File: src/rtl/mem_port_arbiter_pkg.sv
// Shared types for the memory port arbiter: FSM state encoding and port-count helpers.
package mem_port_arbiter_pkg;

    typedef enum logic [1:0] {
        ST_IDLE  = 2'd0,
        ST_ADDR  = 2'd1,
        ST_RDATA = 2'd2,
        ST_WDATA = 2'd3
    } arb_state_t;

    function automatic int id_width(input int n);
        return (n > 1) ? $clog2(n) : 1;
    endfunction

endpackage

File: src/rtl/mem_port_arbiter_rr_priority_pick.sv
// Rotating priority pick: first set request at or after i_start (with wrap), returned one-hot.
module rr_priority_pick
    import mem_port_arbiter_pkg::*;
#(
    parameter int N     = 2,
    parameter int IDX_W = id_width(N)
) (
    input  logic [N-1:0]     i_req,
    input  logic [IDX_W-1:0] i_start,
    output logic [N-1:0]     o_onehot,
    output logic             o_valid
);

    logic [N-1:0] w_rot;
    logic [N-1:0] w_hit;

    // Rotate so i_start lands at bit 0, pick the lowest set bit, rotate back.
    assign w_rot = N'({i_req, i_req} >> i_start);

    always_comb begin
        w_hit = '0;
        for (int k = N - 1; k >= 0; k--) begin
            if (w_rot[k]) begin
                w_hit    = '0;
                w_hit[k] = 1'b1;
            end
        end
    end

    assign o_onehot = N'(({w_hit, w_hit} << i_start) >> N);
    assign o_valid  = |i_req;

endmodule

File: src/rtl/mem_port_arbiter.sv
// Multi-port burst arbiter in front of a single memory port; one burst in flight at a time.
module mem_port_arbiter
    import mem_port_arbiter_pkg::*;
#(
    parameter int NUM_PORTS   = 2,
    parameter int ADDR_W      = 64,
    parameter int DATA_W      = 64,
    parameter int LEN_W       = 8,
    parameter int ROUND_ROBIN = 1
) (
    input  logic                          clk,
    input  logic                          rst,
    input  logic [NUM_PORTS-1:0]          req_valid,
    output logic [NUM_PORTS-1:0]          req_ready,
    input  logic [NUM_PORTS*ADDR_W-1:0]   req_addr,
    input  logic [NUM_PORTS*LEN_W-1:0]    req_len,
    input  logic [NUM_PORTS-1:0]          req_write,
    input  logic [NUM_PORTS*DATA_W-1:0]   wdata,
    input  logic [NUM_PORTS-1:0]          wvalid,
    output logic [NUM_PORTS-1:0]          wready,
    output logic [DATA_W-1:0]             rdata,
    output logic [NUM_PORTS-1:0]          rvalid,
    output logic [NUM_PORTS-1:0]          rlast,
    output logic                          m_valid,
    input  logic                          m_ready,
    output logic [ADDR_W-1:0]             m_addr,
    output logic [LEN_W-1:0]              m_len,
    output logic                          m_write,
    output logic [DATA_W-1:0]             m_wdata,
    output logic                          m_wvalid,
    input  logic                          m_wready,
    input  logic [DATA_W-1:0]             m_rdata,
    input  logic                          m_rvalid,
    input  logic                          m_rlast,
    output logic [id_width(NUM_PORTS)-1:0] grant_id,
    output logic                          busy
);

    localparam int ID_W = id_width(NUM_PORTS);

    arb_state_t          r_state;
    logic [ID_W-1:0]     r_grant;
    logic [ID_W-1:0]     r_last;
    logic [ADDR_W-1:0]   r_addr;
    logic [LEN_W-1:0]    r_len;
    logic [LEN_W-1:0]    r_cnt;
    logic                r_write;
    logic                r_m_valid;

    logic [ID_W-1:0]      w_start;
    logic [NUM_PORTS-1:0] w_pick;
    logic                 w_pick_vld;
    logic [ID_W-1:0]      w_win;
    logic [ADDR_W-1:0]    w_sel_addr;
    logic [LEN_W-1:0]     w_sel_len;
    logic                 w_sel_write;
    logic [DATA_W-1:0]    w_gnt_wdata;
    logic                 w_gnt_wvalid;
    logic                 w_last_beat;

    // Fixed priority is simply a rotating search that always starts at port 0.
    assign w_start = (ROUND_ROBIN == 0) ? '0 :
                     (r_last == ID_W'(NUM_PORTS - 1)) ? '0 : r_last + 1'b1;

    rr_priority_pick #(
        .N     (NUM_PORTS),
        .IDX_W (ID_W)
    ) u_pick (
        .i_req    (req_valid),
        .i_start  (w_start),
        .o_onehot (w_pick),
        .o_valid  (w_pick_vld)
    );

    always_comb begin
        w_win       = '0;
        w_sel_addr  = '0;
        w_sel_len   = '0;
        w_sel_write = 1'b0;
        for (int k = 0; k < NUM_PORTS; k++) begin
            if (w_pick[k]) begin
                w_win       = ID_W'(k);
                w_sel_addr  = req_addr[k*ADDR_W +: ADDR_W];
                w_sel_len   = req_len[k*LEN_W +: LEN_W];
                w_sel_write = req_write[k];
            end
        end
    end

    always_comb begin
        w_gnt_wdata  = '0;
        w_gnt_wvalid = 1'b0;
        for (int k = 0; k < NUM_PORTS; k++) begin
            if (r_grant == ID_W'(k)) begin
                w_gnt_wdata  = wdata[k*DATA_W +: DATA_W];
                w_gnt_wvalid = wvalid[k];
            end
        end
    end

    // The counter compares against len before incrementing, so len = all-ones never wraps.
    assign w_last_beat = (r_cnt == r_len);

    always_ff @(posedge clk) begin
        if (!rst) begin
            r_state   <= ST_IDLE;
            r_grant   <= '0;
            r_last    <= ID_W'(NUM_PORTS - 1);
            r_addr    <= '0;
            r_len     <= '0;
            r_cnt     <= '0;
            r_write   <= 1'b0;
            r_m_valid <= 1'b0;
        end else begin
            case (r_state)
                ST_IDLE: begin
                    if (w_pick_vld) begin
                        r_addr    <= w_sel_addr;
                        r_len     <= w_sel_len;
                        r_write   <= w_sel_write;
                        r_grant   <= w_win;
                        r_cnt     <= '0;
                        r_m_valid <= 1'b1;
                        r_state   <= ST_ADDR;
                    end
                end
                ST_ADDR: begin
                    if (m_ready) begin
                        r_m_valid <= 1'b0;
                        r_state   <= r_write ? ST_WDATA : ST_RDATA;
                    end
                end
                ST_RDATA: begin
                    if (m_rvalid) begin
                        if (w_last_beat) begin
                            r_state <= ST_IDLE;
                            r_last  <= r_grant;
                        end else begin
                            r_cnt <= r_cnt + 1'b1;
                        end
                    end
                end
                ST_WDATA: begin
                    if (w_gnt_wvalid && m_wready) begin
                        if (w_last_beat) begin
                            r_state <= ST_IDLE;
                            r_last  <= r_grant;
                        end else begin
                            r_cnt <= r_cnt + 1'b1;
                        end
                    end
                end
                default: r_state <= ST_IDLE;
            endcase
        end
    end

    // Memory-side rlast is only a consistency check; our own count ends the burst.
    always_ff @(posedge clk) begin
        if (rst && r_state == ST_RDATA && m_rvalid && m_rlast)
            assert (w_last_beat);
    end

    always_comb begin
        req_ready = '0;
        wready    = '0;
        rvalid    = '0;
        rlast     = '0;
        rdata     = '0;
        m_wdata   = '0;
        m_wvalid  = 1'b0;
        if (rst && r_state == ST_IDLE)
            req_ready = w_pick;
        if (r_state == ST_RDATA) begin
            rdata = m_rdata;
            for (int k = 0; k < NUM_PORTS; k++) begin
                if (r_grant == ID_W'(k)) begin
                    rvalid[k] = m_rvalid;
                    rlast[k]  = m_rvalid && w_last_beat;
                end
            end
        end
        if (r_state == ST_WDATA) begin
            m_wdata  = w_gnt_wdata;
            m_wvalid = w_gnt_wvalid;
            for (int k = 0; k < NUM_PORTS; k++) begin
                if (r_grant == ID_W'(k))
                    wready[k] = m_wready;
            end
        end
    end

    assign m_valid  = r_m_valid;
    assign m_addr   = r_addr;
    assign m_len    = r_len;
    assign m_write  = r_write;
    assign grant_id = r_grant;
    assign busy     = (r_state != ST_IDLE);

endmodule

File: config.mk
export PLATFORM = sky130hd
export DESIGN_NAME = mem_port_arbiter
export DESIGN_NICKNAME = d
export VERILOG_FILES = /design/src/rtl/mem_port_arbiter_pkg.sv /design/src/rtl/mem_port_arbiter_rr_priority_pick.sv /design/src/rtl/mem_port_arbiter.sv
export SDC_FILE = /design/constraint.sdc
export NUM_CORES = 1
export LEC_CHECK = 0
export CAP_MARGIN = 25
export CORE_AREA = 2 2 217 219
export CTS_CLUSTER_SIZE = 30
export DETAILED_ROUTE_END_ITERATION = 8
export DIE_AREA = 0 0 219 221
export PLACE_DENSITY = 0.4
export SLEW_MARGIN = 25
export SYNTH_ARGS = -nofsm -noshare
export SYNTH_HDL_FRONTEND = slang
export SYNTH_SLANG_ARGS = --single-unit
File: constraint.sdc
create_clock -name clk -period 3.8 [get_ports clk]
set_input_delay 0.76 -clock clk [delete_from_list [all_inputs] [get_ports clk]]
set_output_delay 0.76 -clock clk [all_outputs]
set_load 0.05 [all_outputs]
# After elaboration in Yosys (flattened, before gate mapping)
# Index checks and enable logic that the tools add are counted.
# word_totals
ff_bits	86
out_inout_bits	213
elab_cells	78
# classes
n_addsub	2
eq_ne	8
shift	2
n_mux	44
reduce_logical	14
# op_table
operator	count
$mux 64	5
$mux 8	6
$pmux 8 s3	1
$mux 2	11
$mux 1	18
$add 8x1->8 const B	1
$eq 8x8->1	1
$pmux 2 s4	1
$reduce_and 4->1	2
$ne 2x2->1 const B	3
$reduce_and 3->1	2
$reduce_bool 2->1	3
$eq 2x2->1 const B	2
$pmux 1 s2	2
$shl 4x1->4	1
$shr 4x1->2	1
$logic_and 1x1->1	3
$reduce_bool 3->1	1
$eq 2x1->1 const B	1
$logic_not 2->1	1
$ne 2x1->1 const B	1
$reduce_and 2->1	1
$reduce_or 2->1	1
$add 1x1->1 const B	1

# Longest topological paths before layout
# Gate-level depths: netlist (run 1).
# depth
depth_word	8
depth_mapped	7
mapped_depth_nobuf	5

# Modules after synthesis
# A second synthesis (run 1) with hierarchy kept.
# hier_totals
hier_cells	660
area_unflattened_um2	5321.4
# by_module_without_submodules
mod	instances	cells_each	area_each_um2	seq_area_each_um2
mem_port_arbiter	1	656	5296.3	1721.7
rr_priority_pick	1	4	25.0	0.0

# Worst setup path before layout (run 1)
# OpenSTA, ideal clock, no wires.
# synth_timing
path_kind	flip-flop to output port
start	reg r_len[4], in the netlist m_len[4]
end	out rlast[0]
t_arrival_ns	2.503
required_ns	3.040
path_slack_ns	0.537
path_stages_with_launch	5
n_path_buf	0
path_cell_list	dfxtp_1 xor2_2 nor4_2 nand2_1 nor3_1
# synth_between
elab_chain_len	4
# synth_lines
item	line	rtl
start: declaration	mem_port_arbiter.sv:45	logic [LEN_W-1:0] r_len;
start signal: assignment	mem_port_arbiter.sv:119	r_len <= w_sel_len;
$eq 8x8->1	mem_port_arbiter.sv:102	assign w_last_beat = (r_cnt == r_len);
$logic_and 1x1->1	mem_port_arbiter.sv:179	rlast[k] = m_rvalid && w_last_beat;
$mux 1	mem_port_arbiter.sv:177	if (r_grant == ID_W'(k)) begin
$mux 2	mem_port_arbiter.sv:174	if (r_state == ST_RDATA) begin
end: declaration	mem_port_arbiter.sv:23	output logic [NUM_PORTS-1:0] rlast,
# Every way passes these cells.

# Worst setup path after layout (run 1)
# layout_timing
start	reg r_state[0]
end	out m_wdata[20]
# layout_between
elab_chain_len	2
# layout_lines
item	line	rtl
start: declaration	mem_port_arbiter.sv:41	arb_state_t r_state;
start signal: assignment	mem_port_arbiter.sv:130	r_state <= r_write ? ST_WDATA : ST_RDATA;
$eq 2x2->1	mem_port_arbiter.sv:183	if (r_state == ST_WDATA) begin
$mux 64	mem_port_arbiter.sv:183	
end: declaration	mem_port_arbiter.sv:29	output logic [DATA_W-1:0] m_wdata,
# Every way passes these cells.

==> results of run 1 <==
[flip-flops by register name, indices dropped and copies added, names as in the netlist]
name,count
r_last,1
m_addr,64
grant_id,1
m_len,8
r_state,2
m_valid,1
r_cnt,8
m_write,1
[synth_stat cells (2+ instances only)]
| cell type | instances |
|---|---|
| nor2_1 | 149 |
| dfxtp_1 | 86 |
| and2_1 | 67 |
| mux2i_1 | 66 |
| a222oi_1 | 57 |
| clkbuf_1 | 32 |
| nor3_1 | 19 |
| buf_2 | 18 |
| a221oi_1 | 16 |
| nand2_1 | 14 |
| buf_1 | 10 |
| inv_1 | 9 |
| a31oi_1 | 8 |
| nand3_1 | 8 |
| xor2_1 | 6 |
| nand4_1 | 5 |
| or3_1 | 4 |
| a21oi_1 | 3 |
| a311o_1 | 3 |
| and3_1 | 3 |
| nor4_1 | 3 |
| a21boi_2 | 2 |
| nor4_2 | 2 |
| o2111a_1 | 2 |
| xor2_2 | 2 |
[power groups by stage]
stage | combinational [µW] | clock (µW) | sequential (µW)
2_1_floorplan | 608 | 0 | 1340
3_3_place_gp | 1670 | 0 | 1080
3_5_place_dp | 1670 | 0 | 1080
4_1_cts | 1680 | 1070 | 1060
5_1_grt | 1750 | 1100 | 1070
6_report | 1650 | 1020 | 1060
[final timing paths]
check                            end  cells after the start                     from
min          m_addr[60]$_SDFFE_PN0P_                      2  m_addr[60]$_SDFFE_PN0P_
min reg2reg  m_addr[60]$_SDFFE_PN0P_                      2  m_addr[60]$_SDFFE_PN0P_
max                      m_wdata[20]                      4  r_state[0]$_SDFFE_PN0P_
max reg2reg    r_cnt[6]$_SDFFE_PN0P_                      5    grant_id$_SDFFE_PN0P_
[worst max-delay path: cells and delay by family, from the launching register on]
family        cells  cell delay [ns]
simple gates      2             0.44
buf+inv           2             1.10
flops             1             0.62
[per-layer routing]
layer | share of wire [%] | routed length [µm] | up-vias | track usage (%)
li1 | - | - | 3283 | -
met1 | 38 | 12590 | 3185 | 14.34
met2 | 52 | 17120 | 330 | 23.84
met3 | 8.8 | 2874 | 14 | 3.725
met4 | 0.69 | 227 | 2 | 2.136
met5 | 0.034 | 11 | - | 0
[stage by stage]
stage / util [%] / worst slack [ns] / power (µW) / hold slack (ns) / std cells
6_report: 25.39 / 0.5005 / 3727 / 0.4951 / 1747
5_1_grt: 25.39 / 0.2628 / 3921 / 0.5265 / 1747
4_1_cts: 25.38 / 0.3717 / 3811 / 0.4983 / 1746
3_5_place_dp: 24.65 / 0.5978 / 2753 / 0.4874 / 1730
3_3_place_gp: 24.65 / 0.5665 / 2753 / 0.4850 / 1730
2_1_floorplan: - / 0.5365 / 1949 / 0.4708 / 610
[cell families after synthesis]
logic type                 share of synthesized area, %
buffers and inverters                             5.847
AOI/OAI and AO/OA                                 18.42
and+or+nand+nor                                   26.21
muxes                                             13.19
DFF                                               34.38
xor gates and xnor gates                          1.699
adders and majority gates                        0.2498
[final cells by class]
cell class                      instances  area [µm²]
Clock inverter                          5       72.57
Fill cell                            5010       34370
Antenna cell                            1       2.502
Clock buffer                           11       264.0
Multi-Input combinational cell        454        3017
Timing Repair Buffer                  574        5821
Tap cell                              607       759.5
Sequential cell                        86        1725
Inverter                                9       33.78
==> impl_metrics.json, run 1 <==
{
  "avgSynthCellArea_um2": 8.209,
  "cts_root_buf": "clkbuf_16",
  "p_int_uw": 2306,
  "critPathCaptureType": "primary output",
  "drive_above_1_share_pct": 5.795,
  "synth_largest_area_cell": "dfxtp_1",
  "ctsResizeCount": 0,
  "p_clk_share_pct": 27.2,
  "num_io_pins": 561,
  "setup_tns_ns": 0,
  "maxCapViolCount": 0,
  "fin_crit_ns": 3.300,
  "fp.dieW_um": 219,
  "fmax_ghz": 0.3031,
  "grt_usage_pct": 12.77,
  "cts_max_path_buffers": 2,
  "outcome": "complete, no violations",
  "cp.arrival_ns": 2.54,
  "setup_viol_count_final": 0,
  "power_frac_comb_pct": 44.4,
  "syn_nets": 959,
  "finalInstanceArea_um2": 11700,
  "synthFlopType": "dfxtp_1",
  "min_path_type": "reg2reg",
  "switchingPower_uw": 1421,
  "final_max_slew_viol_count": 0,
  "yosysWarnings": 0,
  "clk_pin_slew_ns": 0.08,
  "port_buffers": 559,
  "p_leak_uw": 0.004148,
  "post_dp_cell_area_um2": 11360,
  "vdd_drop_max_mv": 0.1950,
  "fin_crit_sh_pct": 86.83,
  "syn_inst": 610,
  "cts_buffers": 9,
  "htreeDepth": 3,
  "totalWireLength_um": 32830,
  "synthTopCellsByArea": "dfxtp_1 34%, mux2i_1 13%, a222oi_1 11%",
  "antenna_found_initial": 3,
  "power.density_nw_per_um2": 318.7,
  "via_per_inst": 3.900,
  "relSlewSlack_pct": 52.26,
  "critPathSlowestCell": "clkdlybuf4s50_1",
  "seq_power_share_pct": 28.4,
  "synth_seq_cells": 86,
  "synthToLayoutAreaGrowth_pct": 133.6,
  "layout_common_cells": "539 x clkdlybuf4s50_1, 149 x nor2_1, 85 x dfxtp_1",
  "mostFrequentLayoutCell": "clkdlybuf4s50_1",
  "cts_setup_buffers": 0,
  "synth-edff-count": 0,
  "vias": 6814,
  "async_reset_ff_share_pct": 0,
  "worst_pin_slew_ns": 0.7161,
  "ys_types": 41,
  "cts_hold_buf": 0,
  "clock_skew_ns": 0.01042,
  "rsz0062_at_grt": "no",
  "cts_tree": "built",
  "synth_area_um2": 5007,
  "core_um2": 46060,
  "cp.required_ns": 3.04,
  "num_rows": 79,
  "path_class": "reg2out",
  "drtPass1Iterations": 8,
  "clkLatencyLatePin_ns": 0.35,
  "drc": 0,
  "gp_congestion": 0.7680,
  "grt_max_degree": 77,
  "drtIter0Drc": 478,
  "ff2ff_setup_slack_ns": 1.51,
  "grt_pass1_wl_um": 46290,
  "wl_per_cell_um": 18.79,
  "critPathMaxStageDelay_ns": 0.86,
  "yosysTopAreaCellShare_pct": 34.38,
  "yosysSeqAreaShare_pct": 34.38,
  "cp_max_fo": 43,
  "initial_core_util_pct": 10.87,
  "cts_sinks": 86,
  "crit_chain": "nand2_2 -> buf_12 -> nor2_1 -> clkdlybuf4s50_1",
  "die_y_um": 221,
  "sw_frac_of_total_pct": 38.13,
  "dp_hpwl_um": 26140,
  "ant_nets": 0,
  "nNetsFinal": 1483,
  "grt_overflow_total": 0,
  "die-area_um2": 48400,
  "grt_pass1_vias": 6924,
  "hold_viol_final": 0,
  "crit_path_start_kind": "flip-flop"
}
Note: power is estimated with default switching activity, not from simulation.
==> inputs of run 2 (changes only) <==
clock period = 3.94 ns   (was 3.8 ns; I/O delays follow)
==> run 2 against run 1 <==
  * Power decreased by 3.7%
  * Worst hold slack better by 0.0041 ns
  * Largest cell class unchanged
  * Final cell count down 0.11%
  * Sequential cell count is the same
  * Non-clock buffer count is 1 lower
  * Highest routed layer unchanged
  * Wire length is essentially flat
  * Setup slack worse by 0.012 ns
==> impl_metrics.json, run 2 (same netlist as run 1, synthesis figures left out) <==
{
  "gp_congestion": 0.7464,
  "cp_top_family": "buffers and inverters",
  "drtPass1Iterations": 7,
  "power.density_nw_per_um2": 306.6,
  "htreeDepth": 3,
  "min-delay-start": "m_addr[57]$_SDFFE_PN0P_",
  "cts_max_path_buffers": 2,
  "dp_worst_setup_slack_ns": 0.5439,
  "clk_pin_slew_ns": 0.08,
  "vdd_drop_max_mv": 0.1912,
  "crit_start": "grant_id$_SDFFE_PN0P_",
  "maxCapViolCount": 0,
  "vias": 6849,
  "cp.required_ns": 3.15,
  "layout_common_cells": "551 x clkdlybuf4s50_1, 149 x nor2_1, 85 x dfxtp_1",
  "die-area_um2": 48400,
  "grt_pass1_wl_um": 46240,
  "synthToLayoutAreaGrowth_pct": 133.7,
  "clkLatencyLatePin_ns": 0.37,
  "rr_startpoint": "grant_id$_SDFFE_PN0P_",
  "fin_ws_ns": 0.4885,
  "via_per_inst": 3.925,
  "min_path_type": "reg2reg",
  "ant_nets": 0,
  "nNetsFinal": 1482,
  "antenna_cells": 0,
  "final_max_slew_viol_count": 0,
  "p_leak_uw": 0.004109,
  "cts_setup_buffers": 0,
  "power_uw": 3588,
  "path_class": "reg2out",
  "hold_viol_final": 0,
  "antenna_found_initial": 1,
  "drive_above_1_share_pct": 4.657,
  "clock_skew_ns": 0.009869,
  "num_rows": 79,
  "largest_reg_flops": 64,
  "cts_tree": "built",
  "path_buf_inv": 2,
  "grt_overflow_total": 0,
  "cts_hold_buf": 0,
  "fp.dieW_um": 219,
  "crit_chain": "buf_4 -> mux2i_1 -> nor2_1 -> clkdlybuf4s50_1",
  "cp.arrival_ns": 2.66,
  "fmax_ghz": 0.2897,
  "port_buffers": 559,
  "critPathMaxStageDelay_ns": 0.87,
  "wl_per_cell_um": 18.79,
  "dp_hpwl_um": 26170,
  "fin_crit_ns": 3.451,
  "worst_pin_slew_ns": 0.8165,
  "fillers": 5021,
  "final_core_util_pct": 25.41,
  "grt_pass1_vias": 6830,
  "critPathCaptureType": "primary output",
  "fin_crit_sh_pct": 87.60,
  "setup_tns_ns": 0,
  "relSlewSlack_pct": 45.57,
  "initial_core_util_pct": 10.87,
  "core_um2": 46060,
  "register_area_um2": 1725,
  "rsz0062_at_grt": "no",
  "num_io_pins": 561,
  "cp_max_fo": 45,
  "cts_sinks": 86,
  "totalWireLength_um": 32800,
  "grt_usage_pct": 12.89,
  "setup_viol_count_final": 0,
  "multi_input_area_um2": 3017,
  "cts_buffers": 9,
  "drc": 0,
  "outcome": "complete, no violations",
  "mostFrequentLayoutCell": "clkdlybuf4s50_1",
  "grt_max_degree": 77,
  "drtIter0Drc": 418,
  "cts_root_buf": "clkbuf_16",
  "crit_path_start_kind": "flip-flop",
  "die_y_um": 221,
  "ctsResizeCount": 0,
  "critPathSlowestCell": "dfxtp_4"
}
==> run 2: cell types whose count changed in the layout (fill, tap and decap cells not counted), sizes merged <==
cell           change
buf               -13
clkinvlp           +2
diode              -1
clkbuf             -1
clkinv             -1
clkdlybuf4s50     +12
==> run 2: tightest hold or removal path, cell delays in order, from the launching register on <==
cell and delay [ns]:
dfxtp_1 0.31, nor2_1 0.09, nor3_1 0.05
==> run 2: final timing paths <==
check	to	slack [ns]	cells past startpoint
max	m_wdata[32]	0.49	4
min	m_addr[57]$_SDFFE_PN0P_	0.50	2
max reg2reg	r_cnt[6]$_SDFFE_PN0P_	1.14	6
min reg2reg	m_addr[57]$_SDFFE_PN0P_	0.50	2
==> run 2: cell type report <==
| type | instances | area share (%) |
|---|---|---|
| timing repair buffer | 573 | 49.93 |
| multi-input combinational | 454 | 25.78 |
| sequential | 86 | 14.74 |
| tap | 607 | 6.490 |
| clock buffer | 10 | 2.138 |
| clock inverter | 6 | 0.6308 |
| inverter | 9 | 0.2887 |
==> run 2: through the flow <==
stage / instance area (µm²) / instances / hold WS [ns]
after floorplan: 5007 / 610 / 0.4708
after global placement: 11380 / 1729 / 0.4850
after detailed placement: 11380 / 1729 / 0.4871
after CTS: 11700 / 1745 / 0.4991
after global routing: 11700 / 1745 / 0.5182
final: 11700 / 1745 / 0.4992
==> run 2: report_power, final <==
part	switching, µW	internal, µW
sequential	75.5	953
combinational	882	713
clock	426	539
total	1380	2200
==> run 2: per-layer routing <==
layer	global-route usage [%]	vias up	wire length, µm
li1	-	3277	-
met1	14.46	3238	12710
met2	23.72	313	16860
met3	3.766	19	2860
met4	2.877	2	352
met5	0	-	13
